--- config.mk ---
export PLATFORM = sky130hd
export DESIGN_NAME = sr_latch_driver
export DESIGN_NICKNAME = d
export VERILOG_FILES = /design/src/rtl/sr_latch_driver.sv
export SDC_FILE = /design/constraint.sdc
export NUM_CORES = 1
export LEC_CHECK = 0
export ABC_AREA = 1
export BUFFER_PORTS_ARGS = -buffer_cell sky130_fd_sc_hd__buf_2
export CAP_MARGIN = 10
export CORE_UTILIZATION = 45
export CTS_CLUSTER_SIZE = 24
export DETAILED_ROUTE_END_ITERATION = 7
export GPL_TIMING_DRIVEN = 0
export PLACE_DENSITY = 0.71
export RECOVER_POWER = 25
export SYNTH_ARGS = -nofsm -noshare
export SYNTH_HDL_FRONTEND = slang
export SYNTH_SLANG_ARGS = --single-unit
--- constraint.sdc ---
create_clock -name clk -period 1.63 [get_ports clk]
set_input_delay 0.2445 -clock clk [delete_from_list [all_inputs] [get_ports clk]]
set_output_delay 0.2445 -clock clk [all_outputs]
set_load 0.03 [all_outputs]
--- src/rtl/sr_latch_driver.sv ---
// ============================================================================
// Module   : sr_latch_driver
// Brief    : Guarded, glitch-free pulse driver for an external active-low SR
//            latch. Optional readback check enabled by macro READBACK_CHECK_EN.
// Revision : 1.0 - initial release
// ============================================================================
`default_nettype none

module sr_latch_driver #(
  parameter int GUARD_CYCLES   = 2,
  parameter int PULSE_WIDTH    = 4,
  parameter int RECOVER_CYCLES = 2
) (
  input  logic clk,
  input  logic rst_n,
  input  logic req,
  input  logic data,
  output logic s_n,
  output logic r_n,
  output logic busy,
  output logic ack,
  input  logic q_fb,
  input  logic clr_err,
  output logic err
);

  localparam logic [7:0] c_guard_load   = 8'(GUARD_CYCLES - 1);
  localparam logic [7:0] c_pulse_load   = 8'(PULSE_WIDTH - 1);
  localparam logic [7:0] c_recover_load = 8'(RECOVER_CYCLES - 1);

  typedef enum logic [2:0] {
    IDLE    = 3'd0,
    GUARD   = 3'd1,
    PULSE   = 3'd2,
    RECOVER = 3'd3,
`ifdef READBACK_CHECK_EN
    CHECK   = 3'd4,
`endif
    DONE    = 3'd5
  } state_t;

  state_t     r_state, w_state_nxt;
  logic [7:0] r_cnt, w_cnt_nxt;
  logic       r_data, w_data_nxt;
  logic       r_s_n, r_r_n, r_busy, r_ack;
  logic       w_s_n_nxt, w_r_n_nxt, w_busy_nxt, w_ack_nxt;

  always_ff @(posedge clk or negedge rst_n) begin
    if (!rst_n) begin
      r_state <= IDLE;
      r_cnt   <= 8'd0;
      r_data  <= 1'b0;
      r_s_n   <= 1'b1;
      r_r_n   <= 1'b1;
      r_busy  <= 1'b0;
      r_ack   <= 1'b0;
    end else begin
      r_state <= w_state_nxt;
      r_cnt   <= w_cnt_nxt;
      r_data  <= w_data_nxt;
      r_s_n   <= w_s_n_nxt;
      r_r_n   <= w_r_n_nxt;
      r_busy  <= w_busy_nxt;
      r_ack   <= w_ack_nxt;
    end
  end

  always_comb begin
    w_state_nxt = r_state;
    w_cnt_nxt   = r_cnt;
    w_data_nxt  = r_data;
    case (r_state)
      IDLE: begin
        if (req) begin
          w_state_nxt = GUARD;
          w_cnt_nxt   = c_guard_load;
          w_data_nxt  = data;
        end
      end
      GUARD: begin
        if (r_cnt == 8'd0) begin
          w_state_nxt = PULSE;
          w_cnt_nxt   = c_pulse_load;
        end else begin
          w_cnt_nxt   = r_cnt - 8'd1;
        end
      end
      PULSE: begin
        if (r_cnt == 8'd0) begin
          w_state_nxt = RECOVER;
          w_cnt_nxt   = c_recover_load;
        end else begin
          w_cnt_nxt   = r_cnt - 8'd1;
        end
      end
      RECOVER: begin
        if (r_cnt == 8'd0) begin
`ifdef READBACK_CHECK_EN
          w_state_nxt = CHECK;
`else
          w_state_nxt = DONE;
`endif
          w_cnt_nxt   = 8'd0;
        end else begin
          w_cnt_nxt   = r_cnt - 8'd1;
        end
      end
`ifdef READBACK_CHECK_EN
      CHECK: begin
        w_state_nxt = DONE;
      end
`endif
      DONE: begin
        // The DONE exit edge doubles as the IDLE sampling edge, so a held REQ
        // restarts back-to-back with G+P+R+1 (or +2) spacing.
        if (req) begin
          w_state_nxt = GUARD;
          w_cnt_nxt   = c_guard_load;
          w_data_nxt  = data;
        end else begin
          w_state_nxt = IDLE;
        end
      end
      default: begin
        w_state_nxt = IDLE;
        w_cnt_nxt   = 8'd0;
      end
    endcase

    // Outputs are decoded from the next state and registered, so the pins
    // come straight from flops and only one of them can ever be low.
    w_s_n_nxt  = !((w_state_nxt == PULSE) &&  w_data_nxt);
    w_r_n_nxt  = !((w_state_nxt == PULSE) && !w_data_nxt);
    w_busy_nxt = (w_state_nxt != IDLE);
    w_ack_nxt  = (w_state_nxt == DONE);
  end

  assign s_n  = r_s_n;
  assign r_n  = r_r_n;
  assign busy = r_busy;
  assign ack  = r_ack;

`ifdef READBACK_CHECK_EN
  logic r_q_meta, r_q_sync, r_err;

  always_ff @(posedge clk or negedge rst_n) begin
    if (!rst_n) begin
      r_q_meta <= 1'b0;
      r_q_sync <= 1'b0;
      r_err    <= 1'b0;
    end else begin
      r_q_meta <= q_fb;
      r_q_sync <= r_q_meta;
      // A fresh mismatch takes priority over a simultaneous clear.
      if ((r_state == CHECK) && (r_q_sync != r_data)) begin
        r_err <= 1'b1;
      end else if (clr_err) begin
        r_err <= 1'b0;
      end
    end
  end

  assign err = r_err;
`else
  logic w_unused_inputs;
  assign w_unused_inputs = &{1'b0, q_fb, clr_err};
  assign err = 1'b0;
`endif

endmodule

`default_nettype wire

* Yosys cells after proc, flatten, opt, wreduce, memory -nomap -nowiden
Cells that the tools add are included.
** Word-level totals
- Output and inout port bits :: 5
- Logic and storage cells :: 37
- Bits of input ports :: 6
- Register bits :: 16
** Operators by class
- Mux-type cells :: 13
- Reduce and logical (&&, ||, !) cells :: 9
- Add/sub/neg operators :: 1
- Equal/unequal tests :: 7
** Operators by type and width (count)
- 8-bit 2-to-1 mux :: 4
- 8-bit case mux with 4 select lines :: 1
- 3-bit case mux with 5 select lines :: 1
- 3-bit 2-to-1 mux :: 4
- 3-bit by 2-bit == test with 1-bit output, second input constant :: 3
- 8-bit logical NOT :: 1
- 8-bit by 1-bit subtractor with 8-bit output, second input constant :: 1
- 3-bit == test, second input constant :: 2
- 3-bit by 1-bit == test with 1-bit output, second input constant :: 1
- 1-bit logical NOT :: 3
- 3-bit logical NOT :: 1
- 1-bit 2-to-1 mux :: 3
- 3-bit nonzero test :: 1
- 1-bit logical AND :: 2
- 2-bit by 1-bit inequality test with 1-bit output, second input constant :: 1
- 2-bit OR reduction :: 1

* Longest topological paths before layout
- Depth in word-level cells :: 6
- Gate-level depth with buffers :: 9
- Gate-level depth less buffers :: 9

* Worst setup path before layout
No wires, ideal clock.
- Path type :: flip-flop to flip-flop
- Start point :: reg r_cnt[0]
- End point :: reg r_cnt[0]
- Path buffers :: 0
- Path slack :: 0.367 ns
- Data arrival time :: 1.146 ns
- Clock period less this slack :: 1.263 ns
- Cell stages (with the launch flop) :: 8
- Required time :: 1.513 ns
- Setup time :: 0.117 ns
- Path through :: dfrtp_1 -> inv_1 -> ha_1 -> nand2_1 -> nor2_4 -> nand4_1 -> nand3_1 -> nand2_1
** Between the ends
- Word-level cells in the longest chain between the ends :: 3
- Elaborated cells between the ends (all ways) :: 6
- Classes of those cells :: 1 x add/sub; 4 x mux; 1 x reduce/logical
** RTL lines
- from (decl) :: line 43 : logic [7:0] r_cnt, w_cnt_nxt;
- from (signal assigned) :: line 59 : r_cnt <= w_cnt_nxt;
- 8-bit by 1-bit subtractor with 8-bit output or 8-bit logical NOT (tied branches)
- 8-bit 2-to-1 mux, on equally long branches :: line 97, 81, 89
- 8-bit case mux with 4 select lines (*) :: line 72 : case (r_state)
Every way passes the cells marked *; elsewhere a longest branch is shown, timed or not.
A chain may end at the register's enable or synchronous reset.

* Final worst setup path
Ends and elaborated chain as after synthesis.

==> results.yml <==
synthesis:
  synth_top_area_cell: "dfrtp_1"
  avgSynthCellArea_um2: 7.527
  ys_top_cells_by_area: "dfrtp_1 38%, nand2_1 18%, nand3_1 7.0%"
  synthFlopType: "dfrtp_1"
  synth_edf_count: 0
  synthArstFlopShare: 1.000
  syn-instance-count: 124
  yosys-top-cells-count: "44 x nand2_1, 17 x inv_1, 14 x dfrtp_1"
  ys_ff_latch: 16
  ys_seq_area_frac: 0.4316
  ys_types: 24
  synth_area_um2: 933.4
  synthesis.nets: 132
  yosysMostFrequentCell: "nand2_1"
  ys.warnings.count: 0
  synth_top_cell_area_share: 0.3753
global_routing:
  grt_pass1_wl_mm: 2.649
  gr-total-overflow: 0
  grt_pass1_vias: 673
  grt_usage: 0.1741
  antenna_found_initial: 0
  grt_max_degree: 17
cts:
  numCtsBuffers: 3
  cts_tree: "yes"
  clk_pin_slew_ns: 0.10
  cts.sinks: 16
  clock-root-buffer: "clkbuf_4"
  clockBufferDepth: 2
  htree_levels: 1
  clkLatencyLatePin_ns: 0.29
  cts_setup_buffers: 0
sta:
  slew_violations: 0
  relSlewSlack: 0.4260
  worstMarginPinSlew_ns: 0.8611
  hold_viol: 0
  clock_skew_ns: 0.004261
  finalSetupViolations: 0
  rsz0062_at_grt: "no"
  tns_ns: 0
  fin_crit_sh: 0.8750
  setup_slack_ns: 0.2037
  period_minus_slack_ns: 1.426
  fmax_ghz: 0.7011
setup_path:
  crit_path_max_incr_delay_ns: 0.40
  path_cells: "inv_1 -> ha_1 -> nand2_1 -> nor2_4 -> nand4_1 -> nand3_1 -> nand2_1"
  cp_common_cell: "nand2_1"
  worstPathRequired_ns: 1.83
  end_kind: "register"
  crit_fanout: 7
  slowest_stage: "dfrtp_1"
  ff2ff_setup_slack_ns: 0.20
  cp.arrival_ns: 1.62
  critPathKind: "register to register"
  cp-start-kind: "register"
place:
  hpwl_mm: 1.277
  dp_slack_ns: 0.1944
  io_buffers: 7
  gp_congestion: 0.7703
layout:
  nets: 145
  area_growth_pct: 12.20
  fin_util: 0.5338
  insertedDiodeCount: 0
  drive_above_1_share: 0.1912
power:
  leakagePower_nw: 0.5669
  p_total_uw: 781.6
  worst_ir_drop_vdd_mv: 0.6627
  p_per_area_nw_per_um2: 746.3
job:
  cap_violations: 0
min_path:
  hold_path.class: "primary input to register"
drt:
  drt-initial-drc-count: 12
  wl_mm: 1.673
  drt_pre_antenna_iters: 4
  avgViaCountPerCell: 4.699
  via_count: 766
  route.antenna.remaining_nets: 0
  wl_per_cell_um: 10.26
  drc_errors: 0
floorplan:
  num_io_pins: 11
  dieArea_um2: 2261
  start_util: 0.4758
  die_y_um: 47.55
  coreArea_um2: 1962
  num_rows: 16
  die_width_um: 47.55
status:
  status: "complete, no violations"
## where the power goes
| group | total, mW | internal [mW] | switching [mW] |
|---|---|---|---|
| Sequential | 0.436 | 0.416 | 0.0197 |
| Combinational | 0.0753 | 0.0269 | 0.0484 |
| Clock | 0.271 | 0.136 | 0.134 |
| Total | 0.782 | 0.579 | 0.202 |
## worst max-delay path: cells and delay by family (launching register included)
family / cells / cell delay [ns]
fa+ha+maj: 1 / 0.17
flops: 1 / 0.40
buf+inv: 1 / 0.10
simple gates: 5 / 0.65
## cell type report
cell class / instances / area, µm²
buffer: 1 / 7.507
clock buffer: 4 / 36.28
fill: 188 / 914.6
inverter: 20 / 75.07
multi-input combinational: 87 / 447.9
sequential: 16 / 402.9
tap: 27 / 33.78
timing repair buffer: 8 / 43.79
## routing by layer
layer | track usage | part of all wire | up-vias
met4 | 0.06667 | 0.020 | 0
met5 | 0 | 0 | -
met1 | 0.2047 | 0.45 | 348
li1 | - | - | 403
met3 | 0.03396 | 0.026 | 5
met2 | 0.3123 | 0.50 | 10
## registers in the layout, summed over array words and instances (netlist names)
| signal | flops |
|---|---|
| r_cnt | 8 |
| r_state | 3 |
| ack | 1 |
| busy | 1 |
| r_data | 1 |
| r_n | 1 |
| s_n | 1 |
## cells in the final DEF, fill, tap and decap left out, types with 2 or more instances in the layout
cell	netlist	layout
dfrtp_1	14	14
inv_2	3	3
inv_1	17	17
nand3_1	13	13
dfstp_2	2	2
nor2_2	2	2
nor2_1	11	11
nand2_1	44	44
a21boi_1	2	2
ha_1	2	2
buf_2	0	6
clkbuf_4	0	3
## stage by stage
step | area [µm²] | hold WS, ns | instances
global route | 1047 | 0.3346 | 163
floorplan | 933.4 | -0.05109 | 124
finish | 1047 | 0.3088 | 163
global placement | 1002 | 0.1717 | 158
CTS | 1049 | 0.3084 | 163
detailed placement | 1002 | 0.1788 | 158
## final timing paths
| check | start | end | cells past startpoint |
|---|---|---|---|
| min | req | r_cnt[3] | 4 |
| max in group asynchronous | rst_n | r_data | 2 |
| max reg2reg | r_cnt[0] | r_cnt[0] | 7 |
| max | r_cnt[0] | r_cnt[0] | 7 |
| min in group asynchronous | rst_n | r_cnt[5] | 2 |
| min reg2reg | r_cnt[1] | r_cnt[1] | 2 |
## logic make-up after synthesis
family          share of synthesized area
compound gates                    0.07909
flops                              0.4316
other cells                      0.004018
simple gates                       0.3606
fa+ha+maj                         0.02681
buf+inv                           0.08847
xor+xnor                         0.009385
## repair_timing
item	CTS	global route
hold buffers	1	0
gates resized for setup	0	0
endpoints found under the hold margin	14	0
No activity file was read; power rests on OpenSTA's default activity.
